## src/rtl/axi4_lite_master_pkg.sv

```systemverilog
// Shared AXI4-Lite definitions.
// Holds the address/data widths used by the master, its companion slave and
// the bench, plus the state encodings of the master's write and read FSMs.
// No ports: this file is a package only.
package axi4_lite_Defs;

   localparam int Addr_Width = 32;
   localparam int Data_Width = 32;

   // Write side: idle, address+data channels in flight, waiting for response
   typedef enum logic [1:0] {
      W_IDLE      = 2'd0,
      W_ADDR_DATA = 2'd1,
      W_RESP      = 2'd2
   } writeState_t;

   // Read side: idle, address channel in flight, waiting for read data
   typedef enum logic [1:0] {
      R_IDLE = 2'd0,
      R_ADDR = 2'd1,
      R_DATA = 2'd2
   } readState_t;

endpackage

```

## src/rtl/axi4_lite_master.sv

```systemverilog
// AXI4-Lite master with independent read and write engines.
// A single-beat write is launched by sampling wr_en while the write side is
// idle; a single-beat read by sampling rd_en while the read side is idle.
// Both sides may run at the same time. Requests arriving while a side is
// busy are dropped, not queued.
//
// Ports
//   ACLK, ARESETN                  clock, asynchronous active-low reset
//   rd_en, Read_Address            read request and its address
//   wr_en, Write_Address,
//   Write_Data                     write request, its address and data
//   Read_Data                      data of the last completed read
//   AW*/W*/B*                      AXI4-Lite write address/data/response
//   AR*/R*                         AXI4-Lite read address/data
module axi4_lite_master
   import axi4_lite_Defs::*;
(
   input  logic                  ACLK,
   input  logic                  ARESETN,

   input  logic                  rd_en,
   input  logic                  wr_en,
   input  logic [Addr_Width-1:0] Read_Address,
   input  logic [Addr_Width-1:0] Write_Address,
   input  logic [Data_Width-1:0] Write_Data,
   output logic [Data_Width-1:0] Read_Data,

   output logic [Addr_Width-1:0] AWADDR,
   output logic                  AWVALID,
   input  logic                  AWREADY,
   output logic [Data_Width-1:0] WDATA,
   output logic                  WVALID,
   input  logic                  WREADY,
   input  logic [1:0]            BRESP,
   input  logic                  BVALID,
   output logic                  BREADY,

   output logic [Addr_Width-1:0] ARADDR,
   output logic                  ARVALID,
   input  logic                  ARREADY,
   input  logic [Data_Width-1:0] RDATA,
   input  logic [1:0]            RRESP,
   input  logic                  RVALID,
   output logic                  RREADY
);

   writeState_t writeState;
   readState_t  readState;

   logic awFinishing;
   logic wFinishing;
   logic unusedResp;

   // A write channel counts as finished once its VALID has already dropped
   // or its handshake is happening on this edge. Requiring both lets the AW
   // and W handshakes land in either order or on the same edge.
   assign awFinishing = !AWVALID || AWREADY;
   assign wFinishing  = !WVALID  || WREADY;

   // Response codes only mark completion; this master does not act on them.
   assign unusedResp = ^{BRESP, RRESP};

   // Write engine. All outputs are registers, so no VALID ever follows a
   // READY combinationally. AWADDR/WDATA are loaded only from idle, which
   // keeps them stable for as long as their VALID is high.
   always_ff @(posedge ACLK or negedge ARESETN) begin
      if (!ARESETN) begin
         writeState <= W_IDLE;
         AWADDR     <= '0;
         WDATA      <= '0;
         AWVALID    <= 1'b0;
         WVALID     <= 1'b0;
         BREADY     <= 1'b0;
      end else begin
         case (writeState)
            W_IDLE: begin
               if (wr_en) begin
                  AWADDR     <= Write_Address;
                  WDATA      <= Write_Data;
                  AWVALID    <= 1'b1;
                  WVALID     <= 1'b1;
                  writeState <= W_ADDR_DATA;
               end
            end
            W_ADDR_DATA: begin
               if (AWVALID && AWREADY) begin
                  AWVALID <= 1'b0;
               end
               if (WVALID && WREADY) begin
                  WVALID <= 1'b0;
               end
               if (awFinishing && wFinishing) begin
                  BREADY     <= 1'b1;
                  writeState <= W_RESP;
               end
            end
            W_RESP: begin
               if (BVALID) begin
                  BREADY     <= 1'b0;
                  writeState <= W_IDLE;
               end
            end
            default: begin
               AWVALID    <= 1'b0;
               WVALID     <= 1'b0;
               BREADY     <= 1'b0;
               writeState <= W_IDLE;
            end
         endcase
      end
   end

   // Read engine. ARADDR is loaded only from idle; Read_Data is updated only
   // by a completed R handshake and otherwise holds the last read result.
   always_ff @(posedge ACLK or negedge ARESETN) begin
      if (!ARESETN) begin
         readState <= R_IDLE;
         ARADDR    <= '0;
         ARVALID   <= 1'b0;
         RREADY    <= 1'b0;
         Read_Data <= '0;
      end else begin
         case (readState)
            R_IDLE: begin
               if (rd_en) begin
                  ARADDR    <= Read_Address;
                  ARVALID   <= 1'b1;
                  readState <= R_ADDR;
               end
            end
            R_ADDR: begin
               if (ARREADY) begin
                  ARVALID   <= 1'b0;
                  RREADY    <= 1'b1;
                  readState <= R_DATA;
               end
            end
            R_DATA: begin
               if (RVALID) begin
                  Read_Data <= RDATA;
                  RREADY    <= 1'b0;
                  readState <= R_IDLE;
               end
            end
            default: begin
               ARVALID   <= 1'b0;
               RREADY    <= 1'b0;
               readState <= R_IDLE;
            end
         endcase
      end
   end

endmodule

```

## config.mk

```make
export PLATFORM = sky130hd
export DESIGN_NAME = axi4_lite_master
export DESIGN_NICKNAME = d
export VERILOG_FILES = /design/src/rtl/axi4_lite_master_pkg.sv /design/src/rtl/axi4_lite_master.sv
export SDC_FILE = /design/constraint.sdc
export NUM_CORES = 1
export LEC_CHECK = 0
export ABC_AREA = 1
export BUFFER_PORTS_ARGS = -buffer_cell sky130_fd_sc_hd__buf_4
export CORE_UTILIZATION = 50
export CTS_CLUSTER_DIAMETER = 150
export DETAILED_ROUTE_END_ITERATION = 10
export PLACE_DENSITY = 0.86
export SKIP_LAST_GASP = 1
export SYNTH_ARGS = -nofsm -noshare
export SYNTH_HDL_FRONTEND = slang
export SYNTH_SLANG_ARGS = --single-unit
export TNS_END_PERCENT = 100
```

## constraint.sdc

```tcl
create_clock -name ACLK -period 2.79 [get_ports ACLK]
set_clock_uncertainty 0.2 [all_clocks]
set_input_delay 0.279 -clock ACLK [delete_from_list [all_inputs] [get_ports ACLK]]
set_output_delay 0.279 -clock ACLK [all_outputs]
set_load 0.01 [all_outputs]
```

==> results of run 1 <==
[kinds of logic (layout without fill, tap and decap cells)]
kind of cell / count (synthesis) / in the layout / share of synthesized area
AND/OR/NAND/NOR: 160 / 160 / 0.117
AO/OA/AOI/OAI: 132 / 132 / 0.136
buffers and inverters: 163 / 582 / 0.136
flip-flops: 137 / 137 / 0.611
other: 0 / 1 / 0
[sequential cells by signal, indices dropped and copies added, names as in the netlist]
signal / flops
ARADDR: 32
ARVALID: 1
AWADDR: 32
AWVALID: 1
BREADY: 1
RREADY: 1
Read_Data: 32
WDATA: 32
WVALID: 1
readState: 2
writeState: 2
[how the worst min path moves through the flow]
stage	to	slack (ps)	cells after the start
3_3_place_gp	AWADDR[23]$_DFFE_PN0P_	130	1
5_1_grt	AWADDR[2]$_DFFE_PN0P_	180	2
4_1_cts	AWADDR[2]$_DFFE_PN0P_	150	2
3_5_place_dp	AWADDR[2]$_DFFE_PN0P_	130	1
2_1_floorplan	ARADDR[0]$_DFFE_PN0P_	-220	0
6_report	AWADDR[2]$_DFFE_PN0P_	130	2
[per-stage QoR]
stage	std cells	power, mW	area, um2	worst slack (ps)
2_1_floorplan	592	5.29	5610	1510
3_3_place_gp	979	6.94	7610	985
3_5_place_dp	979	7.14	7610	903
4_1_cts	1151	9.74	9640	697
5_1_grt	1151	10.6	9640	532
6_report	1152	10.0	9640	622
[power breakdown]
group | switching (mW) | internal [mW] | total [mW]
logic | 2.15 | 1.92 | 4.07
registers | 0.676 | 2.93 | 3.61
clock network | 0.854 | 1.52 | 2.37
total | 3.68 | 6.37 | 10.0
[Yosys cell counts]
cell / n / area share
nand2_1: 142 / 0.095
dfrtp_1: 137 / 0.61
inv_1: 132 / 0.088
o21ai_0: 61 / 0.054
o21ai_1: 41 / 0.037
o21ai_2: 26 / 0.041
buf_6: 12 / 0.024
buf_2: 6 / 0.0054
nand2_2: 6 / 0.0067
nand3_1: 5 / 0.0045
inv_2: 4 / 0.0027
nor2_1: 4 / 0.0027
clkbuf_2: 3 / 0.0027
a21oi_1: 2 / 0.0018
buf_12: 2 / 0.0071
clkbuf_1: 2 / 0.0013
nand3_4: 2 / 0.0062
o31ai_1: 2 / 0.0027
buf_8: 1 / 0.0027
clkbuf_4: 1 / 0.0013
nand3_2: 1 / 0.0018
[layer usage]
layer,GRT usage,vias to the layer above
met5,0,-
met4,0.262,0
met3,0.0847,109
met2,0.673,288
met1,0.350,2733
li1,-,2600
[cell type report]
| cell class | instances | area, um2 |
|---|---|---|
| Sequential cell | 137 | 3430 |
| Clock inverter | 12 | 171 |
| Clock buffer | 20 | 455 |
| Fill cell | 465 | 1240 |
| Tap cell | 140 | 175 |
| Multi-Input combinational cell | 292 | 1430 |
| Inverter | 136 | 510 |
| Timing Repair Buffer | 414 | 3470 |
| Antenna cell | 1 | 2.50 |
==> impl_metrics.tcl, run 1 <==
set metrics [dict create \
    rr_worst_depth 4 \
    path_buf_inv 2 \
    met3_length_um 1110 \
    cts_tree "done" \
    relSlewSlack 0.491 \
    clk_pin_slew_ps 60 \
    rr_startpoint "writeState[0]$_DFFE_PN0P_" \
    cts_max_level 4 \
    syn_area_um2 5610 \
    port-buffer-count 269 \
    startpoint_type "flip-flop" \
    cts_root_buf "clkbuf_8" \
    final_common_cell "buf_4" \
    critPathArrivalTime_ps 2420 \
    setup_viol 0 \
    cp.required_ps 3040 \
    pwr_density_cell_nw_per_um2 1040 \
    vias 5730 \
    endpoint_kind "flip-flop" \
    die_w_um 108 \
    syn_inst 592 \
    max_cap_viol_count 0 \
    rows 38 \
    fp.dieArea_um2 11600 \
    grt_use_total 0.363 \
    path_depth 4 \
    final_util 0.886 \
    hold_buffers 140 \
    routabilityCongestion 0.754 \
    path_delay_family "simple AND/OR/NAND/NOR gates" \
    synth.distinct_cells 21 \
    avgSynthCellArea_um2 9.47 \
    fmax_ghz 0.461 \
    ys_warn_count 0 \
    crit_type "flip-flop to flip-flop" \
    viasPerCell 4.97 \
    area_growth_pct 72.0 \
    holdCritPathClass "input pin to async pin" \
    met2_length_um 11200 \
    grt_max_degree 73 \
    path_max_fanout 66 \
    status "finished, final reports clean" \
    synth-seq-cells 137 \
    drive_gt1_frac 0.341 \
    postRouteAntennaNets 0 \
    routedWlPerCell_um 17.8 \
    wl_um 20500 \
    grt_pass1_wl_um 31000 \
    setup.worst_path.end "WVALID$_DFFE_PN0P_" \
    chipHeight_um 108 \
    cp_slowest_cell "dlygate4sd3_1" \
    drtPass1Iterations 5 \
    syn_nets 733 \
    fin_setup_tns_ps 0 \
    antenna_found_initial 0 \
    final_max_slew_viol_count 0 \
    cpPeakStageDelay_ps 580 \
    critical_path.cell_chain "inv_2 > nand3_4 > nand3_1 > dlygate4sd3_1" \
    grt_overflow 0 \
    final_nets 1139 \
    hold_viol 0 \
    core_um2 10900 \
    top_layer_used "met4" \
    setup.worst_path.start "writeState[0]$_DFFE_PN0P_" \
    power.leakage_nw 5.28 \
    first_global_vias 6147 \
    initial_core_util 0.515 \
    layout_common_cells "buf_4, nand2_1, dlygate4sd3_1, dfrtp_1, inv_1" \
    period_needed_ps 2170 \
    cts_resized 0 \
    numCtsBuffers 17 \
    rsz0062_at_grt "false" \
    route.layer.met1.wl_um 6780 \
    worst_pin_slew_ps 764 \
    num_io_pins 274 \
    cts_setup_buffers 0 \
    rrSetupSlack_ps 620 \
    irDropWorstVdd_uv 567 \
    timing.rr.end "WVALID$_DFFE_PN0P_" \
    clkSinkCount 137 \
    cts.path.max_buffers 2 \
    synth.yosys.seq_area_share 0.611 \
    route.detailed.drc 0 \
    clk_latency_ps 510 \
    finalCritPeriodShare 0.777 \
    drt_iter0_drc 437 \
    hpwl_um 10300 \
    hold_ws_ps 131 \
]
Note: power is estimated with default switching activity, not from simulation.
==> inputs of run 2 (changes only) <==
--- a/config.mk
+++ b/config.mk
@@ -7,10 +7,10 @@
 export LEC_CHECK = 0
 export ABC_AREA = 1
 export BUFFER_PORTS_ARGS = -buffer_cell sky130_fd_sc_hd__buf_4
-export CORE_UTILIZATION = 50
+export CORE_UTILIZATION = 42
 export CTS_CLUSTER_DIAMETER = 150
 export DETAILED_ROUTE_END_ITERATION = 10
-export PLACE_DENSITY = 0.86
+export PLACE_DENSITY = 0.77
 export SKIP_LAST_GASP = 1
 export SYNTH_ARGS = -nofsm -noshare
 export SYNTH_HDL_FRONTEND = slang
==> constraint.sdc (replaced) <==
create_clock -name ACLK -period 1.9 [get_ports ACLK]
set_clock_uncertainty 0.2 [all_clocks]
set_input_delay 0.19 -clock ACLK [delete_from_list [all_inputs] [get_ports ACLK]]
set_output_delay 0.19 -clock ACLK [all_outputs]
set_load 0.01 [all_outputs]
==> run 2 against run 1 <==
Against the previous run:
- total power is 45% higher
- count of clock-buffer cells in the layout up 5
- utilization shrank 12 points
- clock power rose by 48%
- via count down 5.9%
- worst setup slack worse by 550 ps
- largest cell class unchanged
- critical endpoint unchanged
- critical path type unchanged
- maximum frequency rose by 19%
- first-iteration DRC count shrank 19%
- register-to-register slack worse by 550 ps
- worst hold slack worse by 58 ps
- sequential share of layout area shrank 0.50 points
==> impl_metrics.tcl, run 2 (synthesis results as in run 1) <==
set metrics [dict create \
    grt_overflow 0 \
    final_common_cell "buf_4" \
    setup_viol 0 \
    crit_type "flip-flop to flip-flop" \
    period_needed_ps 1820 \
    rows 41 \
    numCtsBuffers 17 \
    grt_max_degree 65 \
    clkSinkCount 137 \
    initial_core_util 0.437 \
    fin_setup_tns_ps 0 \
    startpoint_type "flip-flop" \
    routedWlPerCell_um 14.8 \
    viasPerCell 4.54 \
    cpPeakStageDelay_ps 590 \
    chipHeight_um 118 \
    cts_max_level 4 \
    power.leakage_nw 5.33 \
    rr_worst_depth 4 \
    critPathArrivalTime_ps 1970 \
    final_area_um2 9780 \
    fmax_ghz 0.548 \
    wl_um 17600 \
    holdCritPathClass "input pin to async pin" \
    rr_startpoint "writeState[0]$_DFFE_PN0P_" \
    grt_pass1_wl_um 28600 \
    grt_use_total 0.264 \
    drt_iter0_drc 356 \
    path_delay_family "buffers and inverters" \
    rsz0062_at_grt "false" \
    layout_common_cells "buf_4, nand2_1, dlygate4sd3_1, dfrtp_1, inv_1" \
    final_max_slew_viol_count 0 \
    postRouteAntennaNets 0 \
    max_cap_viol_count 0 \
    critical_path.cell_chain "inv_2 > nand3_4 > nand3_1 > dlygate4sd3_1" \
    die_w_um 118 \
    drtPass1Iterations 5 \
    cts_resized 0 \
    cp.required_ps 2040 \
    num_io_pins 274 \
    worst_pin_slew_ps 513 \
    antenna_found_initial 1 \
    hpwl_um 9650 \
    final_nets 1144 \
    endpoint_kind "flip-flop" \
    path_max_fanout 17 \
    route.detailed.drc 0 \
    status "finished, final reports clean" \
    clk_pin_slew_ps 60 \
    cp_slowest_cell "dlygate4sd3_1" \
    pwr_density_cell_nw_per_um2 1490 \
    cts_tree "done" \
    place_area_um2 7740 \
    rrSetupSlack_ps 80 \
    fp.dieArea_um2 13800 \
    power_mw 14.5 \
    port-buffer-count 269 \
    drive_gt1_frac 0.344 \
    path_buf_inv 2 \
    first_global_vias 5856 \
    timing.rr.end "WVALID$_DFFE_PN0P_" \
    vias 5394 \
    area_growth_pct 74.4 \
    clk_latency_ps 410 \
    cts_root_buf "clkbuf_16" \
    relSlewSlack 0.658 \
    cts.path.max_buffers 2 \
    routabilityCongestion 0.792 \
    hold_viol 0 \
    irDropWorstVdd_uv 770 \
    finalCritPeriodShare 0.960 \
    core_um2 12800 \
]
run 2: metrics by stage:
step	util	cells	hold slack, ps	setup slack (ps)
2_1_floorplan	-	592	-306	624
3_3_place_gp	0.604	1016	-53.4	348
3_5_place_dp	0.604	1016	-60.0	340
4_1_cts	0.762	1187	80.3	82.2
5_1_grt	0.763	1189	114	27.5
6_report	0.763	1189	73.3	75.4
run 2: what timing repair did:
action / CTS / global route
hold endpoints to repair: 274 / 0
hold buffers: 139 / 0
setup buffers: 0 / 0
endpoints found under the setup margin: 0 / 2
run 2: per-layer routing:
layer  wire length, um  global-route usage  up-vias
met5                 0                   0        -
met4               819               0.157        0
met3              1020              0.0625       60
met2              9290               0.481      223
met1              6480               0.277     2491
li1                  -                   -     2620
run 2: report_power, final:
| part | internal (mW) | switching [mW] | leakage, nW |
|---|---|---|---|
| Clock | 2.30 | 1.20 | 0.319 |
| Combinational | 2.89 | 2.98 | 3.31 |
| Sequential | 4.30 | 0.848 | 1.70 |
run 2: how the worst max path moves through the flow:
stage,from,to,slack (ps),cells after the start
finish,writeState[0]$_DFFE_PN0P_,WVALID$_DFFE_PN0P_,80,4
CTS,writeState[1]$_DFFE_PN0P_,AWVALID$_DFFE_PN0P_,80,4
global placement,writeState[1]$_DFFE_PN0P_,WDATA[25]$_DFFE_PN0P_,350,5
detailed placement,writeState[1]$_DFFE_PN0P_,WDATA[16]$_DFFE_PN0P_,340,5
global route,writeState[1]$_DFFE_PN0P_,WVALID$_DFFE_PN0P_,30,4
floorplan,readState[1]$_DFFE_PN0P_,ARADDR[23]$_DFFE_PN0P_,620,6
run 2: area by class of cell:
| cell class | count | area [um2] |
|---|---|---|
| diodes | 1 | 2.50 |
| clock buffers | 25 | 526 |
| clock inverters | 7 | 110 |
| fillers | 821 | 3040 |
| inverters | 136 | 510 |
| multi-input cells | 293 | 1440 |
| flip-flops and latches | 137 | 3430 |
| well taps | 172 | 215 |
| repair buffers | 418 | 3550 |
